`config.mk`:
```
export PLATFORM = sky130hd
export DESIGN_NAME = up_pwm
export DESIGN_NICKNAME = d
export VERILOG_FILES = /design/src/rtl/up_pwm.sv
export SDC_FILE = /design/constraint.sdc
export NUM_CORES = 1
export LEC_CHECK = 0
export CAP_MARGIN = 20
export CORE_MARGIN = 2
export CORE_UTILIZATION = 45
export CTS_CLUSTER_DIAMETER = 100
export DETAILED_ROUTE_END_ITERATION = 16
export DONT_BUFFER_PORTS = 1
export PLACE_DENSITY = 0.61
export REMOVE_ABC_BUFFERS = 1
export SLEW_MARGIN = 20
export SYNTH_ARGS = -nofsm -noshare
export SYNTH_HDL_FRONTEND = slang
export SYNTH_SLANG_ARGS = --single-unit
```
`constraint.sdc`:
```
create_clock -name clk -period 3 [get_ports clk]
set_input_delay 0.6 -clock clk [delete_from_list [all_inputs] [get_ports clk]]
set_output_delay 0.6 -clock clk [all_outputs]
set_load 0.01 [all_outputs]
```
`src/rtl/up_pwm.sv`:
```
`default_nettype none
// ============================================================================
//  Module      : up_pwm
//  Description : PWM generator driven by an external free-running up-count
//                timebase. A duty value is accepted over a valid/ready
//                handshake into a one-deep pending slot. It is promoted to the
//                active duty at the next counter wrap, so a period is never
//                cut short or stretched. The block also emits a period-start
//                pulse, counts completed periods and latches a sticky error
//                when the incoming count makes an illegal step.
//
//  Ports
//    clk          in   1        rising-edge clock
//    reset        in   1        asynchronous active-high reset
//    count_in     in   WIDTH    upstream counter value
//    duty_in      in   WIDTH+1  requested high time per period (clamped)
//    duty_valid   in   1        duty_in offered
//    duty_ready   out  1        pending slot empty
//    pwm_out      out  1        registered PWM output
//    period_start out  1        one-cycle pulse per detected wrap
//    period_cnt   out  PCNT_W   completed periods, modulo 2^PCNT_W
//    seq_err      out  1        sticky illegal-step flag
//
//  Revision    : 1.0 - initial release
// ============================================================================
module up_pwm #(
  parameter int WIDTH  = 4,
  parameter int PCNT_W = 8
) (
  input  logic              clk,
  input  logic              reset,
  input  logic [WIDTH-1:0]  count_in,
  input  logic [WIDTH:0]    duty_in,
  input  logic              duty_valid,
  output logic              duty_ready,
  output logic              pwm_out,
  output logic              period_start,
  output logic [PCNT_W-1:0] period_cnt,
  output logic              seq_err
);

  localparam logic [WIDTH-1:0]  c_CNT_MAX  = {WIDTH{1'b1}};
  localparam logic [WIDTH-1:0]  c_CNT_ZERO = {WIDTH{1'b0}};
  localparam logic [WIDTH-1:0]  c_CNT_ONE  = {{(WIDTH-1){1'b0}}, 1'b1};
  localparam logic [WIDTH:0]    c_DUTY_MAX = {1'b1, {WIDTH{1'b0}}};
  localparam logic [PCNT_W-1:0] c_PCNT_ONE = {{(PCNT_W-1){1'b0}}, 1'b1};

  // Registered state
  logic [WIDTH-1:0]  prev_cnt_q,     prev_cnt_d;
  logic              prev_vld_q,     prev_vld_d;
  logic [WIDTH:0]    duty_act_q,     duty_act_d;
  logic [WIDTH:0]    duty_pend_q,    duty_pend_d;
  logic              pend_full_q,    pend_full_d;
  logic              pwm_q,          pwm_d;
  logic              period_start_q, period_start_d;
  logic [PCNT_W-1:0] period_cnt_q,   period_cnt_d;
  logic              seq_err_q,      seq_err_d;

  // Combinational helpers
  logic              w_wrap;
  logic              w_xfer;
  logic              w_promote;
  logic              w_step_ok;
  logic [WIDTH-1:0]  w_prev_inc;
  logic [WIDTH:0]    w_duty_clamped;
  logic [WIDTH:0]    w_duty_eff;

  always_comb begin
    w_prev_inc     = prev_cnt_q + c_CNT_ONE;
    w_wrap         = prev_vld_q && (prev_cnt_q == c_CNT_MAX) && (count_in == c_CNT_ZERO);
    w_xfer         = duty_valid && !pend_full_q;
    w_promote      = w_wrap && pend_full_q;
    w_step_ok      = (count_in == prev_cnt_q) || (count_in == w_prev_inc);
    w_duty_clamped = (duty_in > c_DUTY_MAX) ? c_DUTY_MAX : duty_in;
    // On the wrap that promotes a pending duty, the new value must already
    // govern the count==0 sample so the first cycle of the period is correct.
    w_duty_eff     = w_promote ? duty_pend_q : duty_act_q;
  end

  always_comb begin
    prev_cnt_d     = count_in;
    prev_vld_d     = 1'b1;
    duty_act_d     = duty_act_q;
    duty_pend_d    = duty_pend_q;
    pend_full_d    = pend_full_q;
    pwm_d          = ({1'b0, count_in} < w_duty_eff);
    period_start_d = w_wrap;
    period_cnt_d   = w_wrap ? (period_cnt_q + c_PCNT_ONE) : period_cnt_q;
    seq_err_d      = seq_err_q || (prev_vld_q && !w_step_ok);

    if (w_promote) begin
      duty_act_d  = duty_pend_q;
      pend_full_d = 1'b0;
    end
    // A transfer needs an empty slot, so it never collides with a promotion;
    // a transfer on a plain wrap cycle waits for the following wrap.
    if (w_xfer) begin
      duty_pend_d = w_duty_clamped;
      pend_full_d = 1'b1;
    end
  end

  always_ff @(posedge clk or posedge reset) begin
    if (reset) begin
      prev_cnt_q     <= c_CNT_ZERO;
      prev_vld_q     <= 1'b0;
      duty_act_q     <= '0;
      duty_pend_q    <= '0;
      pend_full_q    <= 1'b0;
      pwm_q          <= 1'b0;
      period_start_q <= 1'b0;
      period_cnt_q   <= '0;
      seq_err_q      <= 1'b0;
    end else begin
      prev_cnt_q     <= prev_cnt_d;
      prev_vld_q     <= prev_vld_d;
      duty_act_q     <= duty_act_d;
      duty_pend_q    <= duty_pend_d;
      pend_full_q    <= pend_full_d;
      pwm_q          <= pwm_d;
      period_start_q <= period_start_d;
      period_cnt_q   <= period_cnt_d;
      seq_err_q      <= seq_err_d;
    end
  end

  assign duty_ready   = !pend_full_q;
  assign pwm_out      = pwm_q;
  assign period_start = period_start_q;
  assign period_cnt   = period_cnt_q;
  assign seq_err      = seq_err_q;

endmodule
`default_nettype wire

```
-- After elaboration in Yosys (flattened, before gate mapping)
Cells that the tools add are included.
- flip-flop bits (word level): 27
- bits of input ports: 12
- logic and storage cells: 31
- reduce and logical (&&, ||, !) cells: 11
- equal/unequal tests: 3
- mux-type cells: 4
- magnitude comparators: 2
- add/subtract/negate cells: 2
- operator list (operator ; count):
    $mux 5 ; 2
    $add 8x1->8 const B ; 1
    $eq 4x4->1 ; 2
    $gt 5x5->1 const B ; 1
    $logic_and 1x1->1 ; 5
    $lt 4x5->1 ; 1
    $add 4x1->4 const B ; 1
    $eq 4x4->1 const B ; 1
    $logic_not 4->1 ; 1
    $logic_not 1->1 ; 2
    $logic_or 1x1->1 ; 2
    $mux 1 ; 2
    $reduce_bool 2->1 ; 1

-- Longest topological paths before layout
- word-level depth: 6
- mapped depth: 9

-- Worst setup path after synthesis
Ideal clock, no wire load.
- path type: input port to flip-flop
- start: input port count_in[0]
- end: register pwm_q (netlist: pwm_out)
- slack: 0.680 ns
- cell stages on the path: 8
- arrival time: 2.237 ns
- buffers on the path: 0
- cells stage by stage: nor4bb_4 -> nand3_2 -> mux2i_1 -> ha_1 -> a21o_1 -> a211oi_1 -> a211oi_1 -> o22ai_1
- word-level cells in the longest chain between the ends: 5
- ends and longest elaborated chain (item ; line ; RTL):
    start: declaration ; 32 ; input logic [WIDTH-1:0] count_in,
    $logic_not 4->1 ; 70 ; w_wrap = prev_vld_q && (prev_cnt_q == c_CNT_MAX) && (count_in == c_CNT_ZERO);
    $logic_and 1x1->1 ; 70 ;
    $logic_and 1x1->1 ; 72 ; w_promote = w_wrap && pend_full_q;
    $mux 5 ; 77 ; w_duty_eff = w_promote ? duty_pend_q : duty_act_q;
    $lt 4x5->1 * ; 86 ; pwm_d = ({1'b0, count_in} < w_duty_eff);
    net pwm_d ; 54 ; logic pwm_q, pwm_d;
    end signal: assignment ; 120 ; pwm_q <= pwm_d;
    end: declaration ; 54 ;
The timed path passes the listed nets; every way through them passes the cells marked *.
A chain may end at the register's enable or synchronous reset.

-- Worst setup path after layout
- start: register prev_cnt_q[0]
- end: register pwm_q (netlist: pwm_out)
- word-level cells in the longest chain between the ends: 6
- ends and longest elaborated chain (item ; line ; RTL):
    start: declaration ; 49 ; logic [WIDTH-1:0] prev_cnt_q, prev_cnt_d;
    start signal: assignment ; 105 ; prev_cnt_q <= c_CNT_ZERO;
    start signal: assignment ; 115 ; prev_cnt_q <= prev_cnt_d;
    $eq 4x4->1 ; 70 ;
    $logic_and 1x1->1 (2 in a row) ; 70 ;
    $logic_and 1x1->1 ; 72 ;
    $mux 5 ; 77 ;
    $lt 4x5->1 ; 86 ;
    net pwm_d ; 54 ;
The timed path passes the listed nets, and every way through them passes these cells.

==> metrics.yaml <==
worst_setup_path:
  worstPathArrival_ns: 2.83
  end_kind: "flop"
  worstReg2RegStart: "prev_cnt_q[0]"
  r2r_slack_ns: 0.42
  crit_path_start_kind: "flop"
  rr_endpoint: "pwm_out"
  rr_worst_depth: 9
  path_max_fanout: 7
  crit_required_ns: 3.26
  critPathKind: "reg2reg"
route:
  dr.pass1.iters: 4
  vias: 715
  routed_wl_um: 1990
  ant_nets: 0
  post_drt_wl_per_cell_um: 14.9
  drc: 0
  viasPerCell: 5.34
  first_iter_violations: 14
sta:
  timing_hold_violations_final: 0
  rsz0062_at_grt: "no"
  worst_pin_slew_ns: 0.507
  final-setup-viol-count: 0
  timing.setup.tns_ns: 0
  drv_slew: 0
  relSlewSlack_pct: 66.0
  holdWs_ns: 0.105
  fin_crit_sh_pct: 85.9
  period_needed_ns: 2.58
  finalClockSkew_ns: 0.00316
  fmax_mhz: 388
synthesis:
  yosysWarnings: 0
  synthCells: 99
  ys_seq_area_share_pct: 54.3
  synth.ff_latch_count: 27
  muxShareOfSynthArea_pct: 6.04
  avgSynthCellArea_um2: 12.6
  synth_top_family_by_area: "simple AND/OR/NAND/NOR gates"
  synthXorXnorAreaFrac_pct: 9.86
  synth-simple-area-share_pct: 13.5
  synth-compound-area-share_pct: 7.85
  yosys.area_share.adder_pct: 5.03
  yosysUniqueCellTypes: 29
  synth_area_mm2: 0.00124
die:
  io_pins: 24
  core_region_area_mm2: 0.00269
  die-area_mm2: 0.00320
  start_util_pct: 46.3
  die_height_um: 56.6
  fp.dieW_um: 56.6
  rows: 19
place:
  placed_cell_area_mm2: 0.00126
  placed_cells: 129
  dp_hpwl_um: 1510
  port-buffer-count: 0
  gp_congestion: 0.751
clock_network:
  holdBufCountCts: 0
  clock_sinks: 27
  htreeDepth: 1
  cts_buffer_depth: 2
  cts_setup_buffers: 0
  cts.clk_slew.worst_paths_ns: 0.14
  cts_buffers: 3
  clk_latency_ns: 0.32
  root_buffer: "clkbuf_4"
  cts_resized: 0
  cts_tree: "done"
global_route:
  grt_max_degree: 28
  grt_pass1_vias: 771
  gr-total-overflow: 0
  antenna_found_initial: 0
  grt_pass1_wl_um: 3420
  track_usage_pct: 14.1
cells_and_area:
  final_common_cell: "dfrtp_1"
  final_area_mm2: 0.00131
  syn2layout_area_growth_pct: 5.13
  fill_cells: 260
  multi_input_area_um2: 529
  regArea_um2: 676
  final_cell_count_no_fill: 134
  diodes: 0
  drive_gt1_share_pct: 11.7
  layout_common_cells: "27 x dfrtp_1, 10 x xnor2_1, 8 x nand2_1"
  nets: 121
power:
  power.leakage_nw: 0.633
  power_uw: 587
  power_density_mw_per_mm2: 449
  ir_worst_vdd_v: 0.000345
hold_path:
  hold_path_class: "in2async"
run:
  timing.max_cap.violations: 0
status:
  outcome: "complete, no violations"
[worst max path at each step]
| stage | from | to | slack (ns) | cells past startpoint |
|---|---|---|---|---|
| 2_1_floorplan | count_in[0] | pwm_out | 0.68 | 8 |
| 3_3_place_gp | count_in[0] | pwm_out | 0.55 | 8 |
| 3_5_place_dp | count_in[0] | pwm_out | 0.45 | 8 |
| 4_1_cts | prev_cnt_q[0] | pwm_out | 0.42 | 9 |
| 5_1_grt | prev_cnt_q[1] | pwm_out | 0.18 | 9 |
| 6_report | prev_cnt_q[0] | pwm_out | 0.42 | 9 |
[stage by stage]
stage | setup WS, ns | utilization (%)
CTS | 0.424 | 48.1
floorplan | 0.680 | -
detailed placement | 0.445 | 47.0
global route | 0.177 | 48.7
global placement | 0.553 | 47.0
finish | 0.424 | 48.7
[worst max-delay path, cell delays in order, from the launching register on]
cell	delay, ns
dfrtp_1	0.43
ha_1	0.21
nor4bb_4	0.33
nand3_2	0.22
mux2i_1	0.27
ha_1	0.28
a21o_1	0.16
a211oi_1	0.37
a211oi_1	0.13
o22ai_1	0.12
[layer usage]
metal	global-route usage (%)	share of wire [%]
met5	0	0
met4	7.14	1.9
met3	3.46	4.9
met2	22.4	47
met1	17.6	47
[state kept, by name, indices dropped and copies added, names as in the netlist]
name          count
duty_act_q        5
pwm_out           1
prev_vld_q        1
prev_cnt_q        4
seq_err           1
duty_pend_q       5
pend_full_q       1
period_cnt        8
period_start      1
[synth_stat cells]
cell type	number	area [um^2]
conb_1	1	3.75
mux2_1	1	11.3
o21ai_0	4	20.0
nand2b_1	4	25.0
and2_4	1	8.76
o22ai_1	1	6.26
buf_12	1	20.0
a211oi_1	2	15.0
nor2_1	1	3.75
nor4bb_4	1	25.0
o21a_1	3	22.5
a21oi_1	1	5.00
a21o_1	1	7.51
inv_1	5	18.8
ha_1	5	62.6
a31oi_1	1	6.26
mux2_2	3	33.8
xor2_1	4	35.0
nand2_1	8	30.0
mux2i_1	3	30.0
nand3_1	1	5.00
a221oi_2	1	15.0
or4b_1	1	10.0
nand4_1	4	25.0
nand3_2	1	10.0
xnor2_1	10	87.6
dfrtp_1	27	676
and4bb_1	1	12.5
and3_1	2	12.5
[area by class of cell]
class	instances	share of cell area, %
clock inverter	1	0.574
timing repair buffer	1	1.15
inverter	5	1.44
sequential	27	51.7
clock buffer	3	1.72
multi-input combinational	66	40.5
tap	31	2.97
[power breakdown]
part	internal, mW	leakage, nW	total (mW)	switching [mW]
clock network	0.0510	0.0139	0.158	0.107
logic	0.0225	0.268	0.0441	0.0217
registers	0.376	0.351	0.386	0.00995
total	0.449	0.633	0.587	0.138
[cells by family (layout without fill, tap and decap cells)]
group,count (synthesis),count (layout)
xor+xnor,14,14
fa+ha+maj,5,5
simple gates,25,25
buf+inv,6,10
flops,27,27
compound gates,14,14
mux,7,7
other cells,1,1
(Power assumes the default switching activity.)
==> edit, RTL diff (same flow settings) <==
Change the parameter `WIDTH` from 4 to 5.
--- a/src/rtl/up_pwm.sv
+++ b/src/rtl/up_pwm.sv
@@ -25,5 +25,5 @@
 // ============================================================================
 module up_pwm #(
-  parameter int WIDTH  = 4,
+  parameter int WIDTH  = 5,
   parameter int PCNT_W = 8
 ) (
Interface: changed (resized count_in and duty_in); port bits go from 24 to 26. The function was not compared with the original's and may differ.
==> edit against the unedited design <==
- sequential cell count grew 3
- combinational power grew 4.8%
- largest power group unchanged
- design area grew 14%
- total power grew 23%
- worst setup slack lost 140 ps
- routed wire length grew 20%
- area after synthesis grew 10%
- sequential share of layout area shrank 1.3 points
- first-iteration DRC count grew 7.1%
- critical path type unchanged
==> edit: results (changes against the unedited design) <==
post-CTS clock slew at the launch and capture registers of the worst setup and hold paths 90 ps (-50 ps); leading post-synthesis cells by instance count dfrtp_1 (30), xnor2_1 (10), inv_1 (9); number of CTS-inserted buffers 5 (+2); proportion of register bits with asynchronous set or reset after synthesis 1.000 (unchanged); number of levels in the clock H-tree 2 (+1); leakage component of the power 0.7213 nW (+14%); path class of the lowest-slack min-delay path input pin to asynchronous set/reset pin; fraction of final layout cells with drive strength greater than 1 0.1440 (+0.02750); main flop type after synthesis dfrtp_1; Tot GR Track Use 0.1542 (+0.01364); total number of nets in the final design 145 (+20%); pre-CTS setup slack 65.66 ps (-379.8 ps); count of input and output buffers 0 (unchanged); Internal 550.3 uW (+23%); cell type group with the largest total delay on the critical path compound AO/OA/AOI/OAI gates; Post-CTS Setup Repair Bufs 0 (unchanged); Pre-antenna DRT Iters 4 (unchanged); total half-perimeter wirelength after legalization and detailed placement 1.872 mm (+24%); final antenna diode count 0 (unchanged); number of global-route vias before repair 812 (+5.3%); crit path DAT 2980 ps (+150 ps); DRT iter0 DRCs 15 (+1); max FFs per register 8 (unchanged); count of cell types in the netlist 27 (-6.9%); run status finished clean; xor/xnor cell area share of the yosys netlist 0.1025 (+0.003879); fraction of the mapped netlist area in compound gates 0.05947 (-0.01900); share of the yosys chip area belonging to registers 0.5489 (+0.005688); Wirelength per Cell 15.13 um (+1.8%); peak per-stage delay on the critical path 420 ps; top post-synthesis cells by area dfrtp_1 (55%), ha_1 (6.4%), xnor2_1 (6.4%); maximum number of pins on one net before global-route repair 22 (-21%); warning count from the yosys run 0 (unchanged); Peak supply drop 0.2428 mV (-30%); buffers from clock root to sink, at most 2 (unchanged); Root Buffer clkbuf_4; maximum fanout along the worst path 4 (-3); global-route wire length before repair 3.829 mm (+12%); via count of the routed design 842 (+18%); adder and majority gate portion of the synthesized area 0.06404 (+0.01374); area post-placement 0.001428 mm^2 (+13%); worst-skew pair later-pin latency 330 ps; proportion of synthesized area in mux cells 0.06496 (+0.004597); routability cong. 0.8113 (+8.1%); Resize count post-CTS 0 (unchanged); Slew headroom 0.6042 (-0.05573); Critical Path Slowest Stage Cell dfrtp_1; setup clock skew after layout 5.193 ps (+2.030 ps); number of antenna violations at the first check in global routing 0 (unchanged)
[edit: changes by cell type after synthesis, sizes merged, moves of 2 or more]
cell / unedited run / this run
o21ai: 4 / 6
o21a: 3 / 0
inv: 5 / 9
ha: 5 / 7
nor4: 0 / 3
dfrtp: 27 / 30
xor2: 4 / 6
nor3: 0 / 2
nor2: 1 / 3
nand3: 2 / 5
nand4: 4 / 2
[edit: kinds of logic (layout without fill, tap and decap cells)]
family	after synthesis	after routing
other cells	1	1
simple gates	31	31
flops	30	30
fa+ha+maj	7	7
xor+xnor	16	16
buf+inv	10	20
compound gates	12	12
mux	8	8
[edit: path summary, 6_finish.rpt]
check,startpoint,to,slack (ps),cells after the start
setup / recovery,prev_cnt_q[0],pwm_out,290,11
max in group asynchronous,reset,prev_cnt_q[1],2280,2
hold / removal,reset,period_cnt[4],120,1
min in group clk,count_in[0],prev_cnt_q[0],300,0
hold reg to reg,duty_pend_q[2],duty_pend_q[2],490,2
setup reg to reg,prev_cnt_q[0],pwm_out,290,11
[edit: power groups by stage]
stage / sequential [mW] / clock (mW) / combinational (mW)
final: 0.426 / 0.249 / 0.0462
after global routing: 0.427 / 0.285 / 0.0544
after CTS: 0.426 / 0.261 / 0.0476
after detailed placement: 0.434 / 0 / 0.0475
after global placement: 0.433 / 0 / 0.0454
after floorplan: 0.431 / 0 / 0.0387
[edit: layout make-up]
cell class              count  area [um^2]
fillers                   268         1486
repair buffers              3        22.52
flip-flops and latches     30        750.7
multi-input cells          75        579.3
clock inverters             2        12.51
clock buffers               6        51.30
well taps                  33        41.29
inverters                   9        33.78
[edit: per-stage QoR]
| stage | util | cells |
|---|---|---|
| floorplan | - | 114 |
| global placement | 0.4794 | 150 |
| detailed placement | 0.4794 | 150 |
| CTS | 0.5008 | 158 |
| global route | 0.5008 | 158 |
| finish | 0.5008 | 158 |
[edit: per-layer routing]
metal / up-vias / part of all wire / track usage
li1: 408 / - / -
met1: 414 / 0.43 / 0.1909
met2: 18 / 0.52 / 0.2349
met3: 2 / 0.048 / 0.07860
met4: 0 / 0.0033 / 0.04870
met5: - / 0 / 0
